$ cat src/rtl/dest_reg_hazard_unit.sv
// Destination-register tracker for the 5-stage pipeline: EX/MEM and MEM/WB
// copies of the muxed dest drive ALU forwarding, the load-use stall and a stall counter.
module dest_reg_hazard_unit #(
   parameter int CNT_W = 16
) (
   input  logic             clk,
   input  logic             rst_n,
   input  logic [4:0]       ex_dest,
   input  logic             ex_reg_write,
   input  logic             ex_mem_read,
   input  logic             ex_valid,
   input  logic [4:0]       ex_rs,
   input  logic [4:0]       ex_rt,
   input  logic [4:0]       id_rs,
   input  logic [4:0]       id_rt,
   input  logic             id_uses_rt,
   input  logic             flush,
   output logic [1:0]       fwd_a,
   output logic [1:0]       fwd_b,
   output logic             stall,
   output logic [4:0]       mem_dest,
   output logic             mem_reg_write,
   output logic [4:0]       wb_dest,
   output logic             wb_reg_write,
   output logic [CNT_W-1:0] stall_count
);

   logic [4:0]       mem_dest_q, mem_dest_d;
   logic             mem_rw_q, mem_rw_d;
   logic             mem_mr_q, mem_mr_d;
   logic [4:0]       wb_dest_q, wb_dest_d;
   logic             wb_rw_q, wb_rw_d;
   logic [CNT_W-1:0] cnt_q, cnt_d;
   logic             ex_live;
   logic             mem_hit_ok;
   logic             wb_hit_ok;

   // Squashed or bubble instructions travel down with their write/load bits cleared.
   assign ex_live = ex_valid & ~flush;

   always_comb begin
      mem_dest_d = ex_dest;
      mem_rw_d   = ex_reg_write & ex_live;
      mem_mr_d   = ex_mem_read & ex_live;
      wb_dest_d  = mem_dest_q;
      wb_rw_d    = mem_rw_q;
   end

   always_ff @(posedge clk) begin
      if (!rst_n) begin
         mem_dest_q <= '0;
         mem_rw_q   <= 1'b0;
         mem_mr_q   <= 1'b0;
         wb_dest_q  <= '0;
         wb_rw_q    <= 1'b0;
         cnt_q      <= '0;
      end else begin
         mem_dest_q <= mem_dest_d;
         mem_rw_q   <= mem_rw_d;
         mem_mr_q   <= mem_mr_d;
         wb_dest_q  <= wb_dest_d;
         wb_rw_q    <= wb_rw_d;
         cnt_q      <= cnt_d;
      end
   end

   assign mem_hit_ok = mem_rw_q & (mem_dest_q != 5'd0) & ~mem_mr_q;
   assign wb_hit_ok  = wb_rw_q & (wb_dest_q != 5'd0);

   // EX/MEM is checked first so the newest producer wins.
   always_comb begin
      fwd_a = 2'b00;
      if (mem_hit_ok && mem_dest_q == ex_rs)
         fwd_a = 2'b10;
      else if (wb_hit_ok && wb_dest_q == ex_rs)
         fwd_a = 2'b01;
   end

   always_comb begin
      fwd_b = 2'b00;
      if (mem_hit_ok && mem_dest_q == ex_rt)
         fwd_b = 2'b10;
      else if (wb_hit_ok && wb_dest_q == ex_rt)
         fwd_b = 2'b01;
   end

   always_comb begin
      stall = 1'b0;
      if (ex_valid && ex_mem_read && !flush && ex_dest != 5'd0)
         stall = (ex_dest == id_rs) | (id_uses_rt & (ex_dest == id_rt));
   end

   always_comb begin
      cnt_d = cnt_q;
      if (stall && cnt_q != {CNT_W{1'b1}})
         cnt_d = cnt_q + 1'b1;
   end

   assign mem_dest      = mem_dest_q;
   assign mem_reg_write = mem_rw_q;
   assign wb_dest       = wb_dest_q;
   assign wb_reg_write  = wb_rw_q;
   assign stall_count   = cnt_q;

endmodule

$ cat config.mk
export PLATFORM = sky130hd
export DESIGN_NAME = dest_reg_hazard_unit
export DESIGN_NICKNAME = d
export VERILOG_FILES = /design/src/rtl/dest_reg_hazard_unit.sv
export SDC_FILE = /design/constraint.sdc
export NUM_CORES = 1
export LEC_CHECK = 0
export BUFFER_PORTS_ARGS = -buffer_cell sky130_fd_sc_hd__clkbuf_2
export CAP_MARGIN = 20
export CORE_UTILIZATION = 50
export CTS_BUF_LIST = sky130_fd_sc_hd__clkbuf_2 sky130_fd_sc_hd__clkbuf_4 sky130_fd_sc_hd__clkbuf_8
export CTS_CLUSTER_SIZE = 20
export DETAILED_ROUTE_END_ITERATION = 7
export PLACE_DENSITY = 0.82
export SETUP_SLACK_MARGIN = 0.02
export SYNTH_ARGS = -nofsm -noshare
export SYNTH_HDL_FRONTEND = slang
export SYNTH_SLANG_ARGS = --single-unit
export TNS_END_PERCENT = 20
$ cat constraint.sdc
create_clock -name clk -period 2.9 [get_ports clk]
set_clock_uncertainty 0.1 [all_clocks]
set_input_delay 0.145 -clock clk [delete_from_list [all_inputs] [get_ports clk]]
set_output_delay 0.145 -clock clk [all_outputs]
set_load 0.1 [all_outputs]
==> run_results.csv, run 1 <==
group,metric,value,unit
yosys,yosysSeqAreaShare,0.361,
route,vias_per_cell,5.49,
floorplan,die_h,58.7,um
yosys,synth_cells,180,
pwr,pwr-share-seq,0.501,
placed_design,hpwl,2.75,mm
sta,hold_violations,0,
route,first_pass_iters,4,
clocking,clkSinkCount,29,
floorplan,rows,20,
sta,slew-limit-headroom,0.513,
yosys,ys_types,38,
route,ant_nets,0,
sta,finalHoldWorstSlack,10.6,ps
status,status,"completed",
final_layout,antenna_cells,0,
route,wl_per_cell,12.6,um
route,num_vias,1597,
run,maxCapViolations,0,
pwr,leakage,0.866,nW
final_layout,fin_util,0.693,
yosys,syn_nets,213,
pwr,vdd_ir_drop_max,263,uV
route,wl,3.68,mm
yosys,synth-edff-count,0,
yosys,ys.warnings.count,0,
setup_path,cp-start-kind,"flip-flop",
floorplan,dieArea,3450,um2
grt,grt_max_degree,32,
sta,slew_viol_final,0,
clocking,root_buffer,"clkbuf_4",
clocking,clock_latency,320,ps
sta,fin_setup_tns,0,ps
yosys,ys_seq_elements,29,
grt,antenna_found_initial,0,
sta,min_period_over_period,0.871,
yosys,synth.avg_cell_area,8.94,um2
grt,grt_pass1_vias,1327,
sta,finalSetupViolations,0,
clocking,cts_buffer_depth,2,
floorplan,io_pins,65,
pwr,power_frac_comb,0.192,
route,dr.first_iter.drc_count,81,
placed_design,place_congestion,0.824,
setup_path,critPathRequiredTime,2650,ps
pwr,p_total,0.833,mW
final_layout,fin_nets,280,
setup_path,cp.arrival,2280,ps
floorplan,initial_core_util,0.527,
pwr,power_switching,0.252,mW
sta,worst-slew-pin-transition,730,ps
setup_path,critical_path_class,"flip-flop to output pin",
pwr,power_switching_share,0.303,
placed_design,port-buffer-count,64,
final_layout,stdcell_count,291,
floorplan,coreArea,3050,um2
placed_design,dp_cells,282,
final_layout,drive_gt1_frac,0.385,
yosys,netlist_area,1610,um2
clocking,post_cts_buffers,0,
sta,finalCriticalPeriod,2530,ps
final_layout,area_growth,31.6,%
grt,grt_overflow_total,0,
setup_path,crit_path_end_kind,"output pin",
grt,grt_pass1_wl,5.82,mm
grt,grtUsageTotal,0.217,
worst_hold_path,holdCritPathClass,"input pin to flip-flop",
pwr,pwr-share-clk,0.306,
sta,fmax,396,MHz
clocking,cts_tree,"yes",
setup_path,crit_fanout,5,
yosys,synth_flop_cell,"dfxtp_1",
pwr,p_int,0.581,mW
sta,grt_setup_unrepaired,"no",
clocking,cts_max_level,2,
clocking,path_clk_slew,80,ps
yosys,postSynth.asyncResetShare,0,
clocking,cts_made_buffers,5,
pwr,powerDensity,394,nW/um2
route,drc_errors,0,
floorplan,die_x,58.7,um
[metrics by stage]
stage	setup slack [ps]	cell area, um2
floorplan	-4.10	1690
global placement	652	2040
detailed placement	564	2040
CTS	348	2120
global route	253	2120
finish	373	2120
[critical path, cell delays in order, from the launching register on]
cell and delay, ps:
dfxtp_2 350, or4_1 520, o21ai_1 390, nor4_4 110, nor4_4 130, clkbuf_2 490
[cell families after synthesis]
group	after synthesis	share of synthesized area
DFF	29	0.361
AOI/OAI and AO/OA	32	0.139
adders and majority gates	1	0.00777
xor gates and xnor gates	30	0.163
buffers and inverters	10	0.0264
and+or+nand+nor	77	0.296
muxes	1	0.00622
[what timing repair did]
item	in CTS	in global routing
resized for setup	0	0
endpoints found under the hold margin	2	0
hold buffers	2	0
[cells in the final DEF, fill, tap and decap left out, types with 4 or more instances in the layout]
cell	n
dfxtp_1	15
dfxtp_2	14
nand2_1	8
nor4_1	5
o31ai_1	6
nand4_1	5
or4_1	12
nor4_4	4
and2_1	12
clkbuf_4	6
o21ai_0	4
nor2_1	4
clkbuf_2	64
nand3_1	6
a21oi_1	9
nand2b_1	5
xnor2_1	7
or3_1	6
xor2_1	23
[synthesized netlist by cell type, types with 2 or more instances]
master    instances  share of area
nor4_1            9          0.035
or3_1             6          0.023
nand2_1           8          0.019
or4_1            12          0.056
inv_1             2         0.0047
and2_1           12          0.047
o311ai_0          3          0.016
o21ai_0           5          0.016
clkbuf_1          5          0.012
nand2b_1          5          0.019
a21oi_1           9          0.028
nand4_1           5          0.019
and3_1            2         0.0078
xor2_1           23           0.13
nor2_1            4         0.0093
nand3_1           6          0.019
nor2b_1           2         0.0078
dfxtp_1          29           0.36
xnor2_1           7          0.038
o41ai_1           3          0.016
o31ai_1           6          0.028
[power by group through the flow]
| stage | sequential, mW | clock, mW | combinational, mW |
|---|---|---|---|
| floorplan | 0.477 | 0 | 0.0617 |
| global placement | 0.427 | 0 | 0.156 |
| detailed placement | 0.427 | 0 | 0.158 |
| CTS | 0.418 | 0.257 | 0.161 |
| global route | 0.419 | 0.280 | 0.171 |
| finish | 0.418 | 0.255 | 0.160 |
[path summary, 6_finish.rpt]
path,start,endpoint,slack [ps],cells past startpoint
max reg2reg,stall_count[0],stall_count[8],500,6
min reg2reg,mem_reg_write,wb_reg_write,380,1
min,ex_dest[4],mem_dest[4],10,2
max,mem_dest[1],fwd_b[0],370,5
[registers in the layout, indices dropped and copies added, names as in the netlist]
name	flops
wb_dest	5
mem_dest	5
wb_reg_write	1
stall_count	16
mem_reg_write	1
mem_mr_q	1
[metal layers]
| metal | track usage | wire length [um] | part of all wire | up-vias |
|---|---|---|---|---|
| li1 | - | - | - | 809 |
| met1 | 0.288 | 1740 | 0.47 | 726 |
| met2 | 0.339 | 1710 | 0.46 | 58 |
| met3 | 0.0484 | 198 | 0.054 | 4 |
| met4 | 0.0918 | 34 | 0.0092 | 0 |
| met5 | 0 | 0 | 0 | - |
[layout make-up]
type / count / area [um2]
inverter: 3 / 11.3
fill: 285 / 936
sequential: 29 / 598
multi-input combinational: 141 / 1050
timing repair buffer: 67 / 348
tap: 44 / 55.1
clock buffer: 7 / 58.8
(Power assumes the default switching activity.)
==> run 2: changes to the inputs <==
CORE_MARGIN = 2   (was unset)
==> run_results.csv, run 2 (synthesis gave the netlist of run 1 again) <==
group,metric,value,unit
route,drc_errors,0,
grt,grt_max_degree,32,
route,met1_length,1.73,mm
clocking,clkSinkCount,29,
sta,finalSetupViolations,0,
clocking,path_clk_slew,90,ps
final_layout,antenna_cells,0,
sta,hold_violations,0,
setup_path,regToRegStartpoint,"stall_count[0]",
pwr,vdd_ir_drop_max,198,uV
setup_path,cp.arrival,2310,ps
final_layout,fin_nets,284,
route,wl_per_cell,12.8,um
grt,grt_overflow_total,0,
pwr,leakage,0.883,nW
setup_path,cp-start-kind,"flip-flop",
floorplan,coreArea,3050,um2
setup_path,critical_path_class,"flip-flop to output pin",
final_layout,area_growth,33.8,%
final_layout,final.fill_count,262,
floorplan,initial_core_util,0.527,
sta,grt_setup_unrepaired,"no",
setup_path,startpoint,"mem_dest[1]",
sta,slew-limit-headroom,0.528,
clocking,cts_tree,"yes",
grt,grtUsageTotal,0.219,
sta,slew_viol_final,0,
setup_path,crit_path_end_kind,"output pin",
grt,antenna_found_initial,0,
run,maxCapViolations,0,
final_layout,most-common-layout-cells,"clkbuf_2 (64), xor2_1 (23), dfxtp_1 (15)",
setup_path,slowest_stage,"or4_1",
clocking,cts_max_level,2,
final_layout,ff_latch_area,598,um2
worst_hold_path,min_from,"ex_dest[0]",
clocking,cts_made_buffers,5,
setup_path,crit_path_cell_trace,"or4_1 > o21ai_1 > nor4_4 > nor4_4 > clkbuf_2",
route,wl,3.79,mm
placed_design,hpwl,2.71,mm
placed_design,place_congestion,0.846,
setup_path,critPathRequiredTime,2650,ps
route,vias_per_cell,5.45,
sta,fin_setup_tns,0,ps
floorplan,die_x,60.7,um
final_layout,drive_gt1_frac,0.381,
setup_path,crit_buf_inv,1,
final_layout,largest_register_ff_count,16,
final_layout,stdcell_count,296,
clocking,cts_buffer_depth,2,
route,ant_nets,0,
worst_hold_path,holdCritPathClass,"input pin to flip-flop",
clocking,cts.repair.resized,0,
placed_design,dp_cells,282,
setup_path,crit_top_cell,"nor4_4",
grt,grt_pass1_wl,5.93,mm
setup_path,path_delay_family,"simple AND/OR/NAND/NOR gates",
route,num_vias,1614,
sta,min_period_over_period,0.882,
status,status,"completed",
grt,grt_pass1_vias,1347,
route,highest_layer,"met4",
floorplan,rows,20,
floorplan,die_h,60.7,um
route,route.met2.wl,1.83,mm
route,routed-wl-met3,188,um
route,first_pass_iters,4,
floorplan,io_pins,65,
pwr,powerDensity,381,nW/um2
clocking,clock_latency,330,ps
final_layout,multiInputGateArea,1050,um2
floorplan,dieArea,3690,um2
route,dr.first_iter.drc_count,68,
setup_path,slowest_delay,510,ps
sta,finalCriticalPeriod,2560,ps
final_layout,final_common_cell,"clkbuf_2",
setup_path,crit_fanout,5,
placed_design,port-buffer-count,64,
clocking,root_buffer,"clkbuf_4",
sta,fmax,391,MHz
sta,worst-slew-pin-transition,709,ps
run 2: cell count changes in the layout (fill, tap and decap cells not counted), sizes merged:
cell         previous run  this run
clkinv                  1         3
clkbuf                 71        70
dlygate4sd3             2         6
run 2: what timing repair did:
| action | 4_1_cts | 5_1_grt |
|---|---|---|
| hold buffers | 6 | 0 |
| hold endpoints to repair | 6 | 0 |
| buffers inserted | 0 | 0 |
| endpoints found under the setup margin | 0 | 0 |
run 2: metal layers:
metal	global-route usage	vias up
met5	0	-
met4	0.0839	0
met3	0.0640	4
met2	0.355	57
met1	0.276	737
li1	-	816
run 2: metrics by stage:
stage	total power, mW	setup slack (ps)	util	instance area, um2	hold slack, ps
2_1_floorplan	0.539	-4.10	-	1690	167
3_3_place_gp	0.584	640	0.668	2040	281
3_5_place_dp	0.585	580	0.668	2040	287
4_1_cts	0.827	311	0.705	2150	15.7
5_1_grt	0.865	202	0.705	2150	23.5
6_report	0.820	341	0.705	2150	33.2
run 2: power by group:
| group | internal (mW) | switching, mW |
|---|---|---|
| clock | 0.101 | 0.136 |
| sequential | 0.407 | 0.0107 |
| combinational | 0.0539 | 0.110 |
| total | 0.562 | 0.257 |
run 2: final cells by class:
type	instances	share of cell area
clock buffer	6	0.0209
clock inverter	2	0.00465
inverter	3	0.00523
multi-input combinational	141	0.486
sequential	29	0.278
tap	44	0.0256
timing repair buffer	71	0.180
run 2: path summary, 6_finish.rpt:
path	end	slack [ps]	cells past startpoint
setup / recovery	fwd_b[0]	340	5
hold / removal	mem_dest[0]	30	2
setup reg to reg	stall_count[15]	540	6
hold reg to reg	wb_reg_write	360	1
==> run 3: changes to the inputs <==
RECOVER_POWER = 100   (was unset)
==> run_results.csv, run 3 (synthesis gave the netlist of run 1 again) <==
group,metric,value,unit
worst_hold_path,whs_path_depth,2,
route,vias_per_cell,5.43,
setup_path,critical_path_class,"input pin to output pin",
pwr,p_total,0.813,mW
route,drc_errors,0,
placed_design,hpwl,2.71,mm
final_layout,largest_register_ff_count,16,
clocking,cts_max_level,2,
grt,antenna_found_initial,0,
grt,grtUsageTotal,0.219,
run,maxCapViolations,0,
placed_design,placed_area,2040,um2
worst_hold_path,holdCritPathClass,"input pin to flip-flop",
sta,finalSetupViolations,0,
route,wl_per_cell,13.0,um
floorplan,dieArea,3690,um2
setup_path,crit_path_cell_trace,"dlygate4sd3_1 > clkbuf_1 > xor2_1 > nor4_1 > a32oi_1 > buf_4 > nor2_1 > clkbuf_2",
clocking,cts_made_buffers,5,
floorplan,io_pins,65,
worst_hold_path,min_to,"mem_dest[0]",
clocking,root_buffer,"clkbuf_4",
setup_path,crit_buf_inv,4,
floorplan,die_x,60.7,um
sta,finalCriticalPeriod,2560,ps
clocking,clock_latency,330,ps
route,ant_nets,0,
final_layout,finalInstanceArea,2070,um2
pwr,powerDensity,392,nW/um2
route,dr.first_iter.drc_count,88,
pwr,vdd_ir_drop_max,198,uV
final_layout,fin_nets,284,
grt,grt_max_degree,32,
placed_design,place_congestion,0.846,
status,status,"completed",
route,num_vias,1607,
clocking,cts_buffer_depth,2,
clocking,path_clk_slew,80,ps
floorplan,initial_core_util,0.527,
route,first_pass_iters,4,
setup_path,cp_num_cells,8,
final_layout,final.fill_count,277,
final_layout,drive_gt1_frac,0.238,
final_layout,stdcell_count,296,
setup_path,r2r_end,"stall_count[9]",
setup_path,cp.arrival,2320,ps
worst_hold_path,min_from,"ex_dest[0]",
setup_path,r2r_setup_slack,520,ps
sta,hold_violations,0,
setup_path,cp-start-kind,"input pin",
grt,grt_overflow_total,0,
floorplan,coreArea,3050,um2
grt,grt_pass1_vias,1347,
grt,grt_pass1_wl,5.93,mm
floorplan,rows,20,
final_layout,most-common-layout-cells,"clkbuf_2 (33), clkbuf_1 (31), xor2_1 (23)",
setup_path,crit_fanout,31,
route,wl,3.84,mm
final_layout,area_growth,28.9,%
final_layout,final_common_cell,"clkbuf_2",
setup_path,critPathRequiredTime,2650,ps
setup_path,crit_path_end_kind,"output pin",
setup_path,regToRegStartpoint,"stall_count[2]",
placed_design,place_ws,580,ps
pwr,leakage,0.759,nW
setup_path,reg2reg_depth,5,
sta,slew_viol_final,0,
setup_path,path_delay_family,"buffers and inverters",
sta,min_period_over_period,0.884,
setup_path,slowest_delay,550,ps
sta,worst-slew-pin-transition,1180,ps
placed_design,port-buffer-count,64,
clocking,post_cts_buffers,0,
clocking,cts_tree,"yes",
sta,slew-limit-headroom,0.214,
setup_path,slowest_stage,"dlygate4sd3_1",
final_layout,antenna_cells,0,
clocking,clkSinkCount,29,
sta,fmax,390,MHz
sta,grt_setup_unrepaired,"no",
floorplan,die_h,60.7,um
sta,finalHoldWorstSlack,34.0,ps
sta,setup_ws,336,ps
placed_design,dp_cells,282,
-- run 3: cell counts in the layout (fill, tap and decap cells not counted) --
No cell type changed its count.
-- run 3: through the flow --
step           utilization  setup TNS [ps]
2_1_floorplan            -           -4.10
3_3_place_gp         0.668               0
3_5_place_dp         0.668               0
4_1_cts              0.705               0
5_1_grt              0.680               0
6_report             0.680               0
-- run 3: metal layers --
| metal | up-vias | global-route usage | share of wire |
|---|---|---|---|
| li1 | 815 | - | - |
| met1 | 734 | 0.276 | 0.47 |
| met2 | 54 | 0.355 | 0.47 |
| met3 | 4 | 0.0640 | 0.046 |
| met4 | 0 | 0.0839 | 0.010 |
| met5 | - | 0 | 0 |
-- run 3: layout make-up --
class	count	area, um2	share of cell area
timing repair buffer	71	349	0.168
clock inverter	2	10.0	0.00483
tap	44	55.1	0.0265
sequential	29	597	0.288
inverter	3	11.3	0.00543
clock buffer	6	45.0	0.0217
multi-input combinational	141	1010	0.486
-- run 3: how the worst max path moves through the flow --
stage                   start               to  slack (ps)
2_1_floorplan     mem_dest[1]         fwd_b[0]          -4
3_3_place_gp   stall_count[0]   stall_count[9]         640
3_5_place_dp   stall_count[0]   stall_count[9]         580
4_1_cts           mem_dest[1]         fwd_b[0]         310
5_1_grt            ex_dest[1]  stall_count[10]         210
6_report           ex_dest[3]            stall         340
-- run 3: timing repair --
action	CTS	global route
resized for setup	0	0
hold buffers	6	0
hold endpoints to repair	6	0
-- run 3: power by group --
part | switching [mW] | internal, mW
registers | 0.0107 | 0.407
logic | 0.106 | 0.0509
clock network | 0.137 | 0.101
total | 0.254 | 0.559
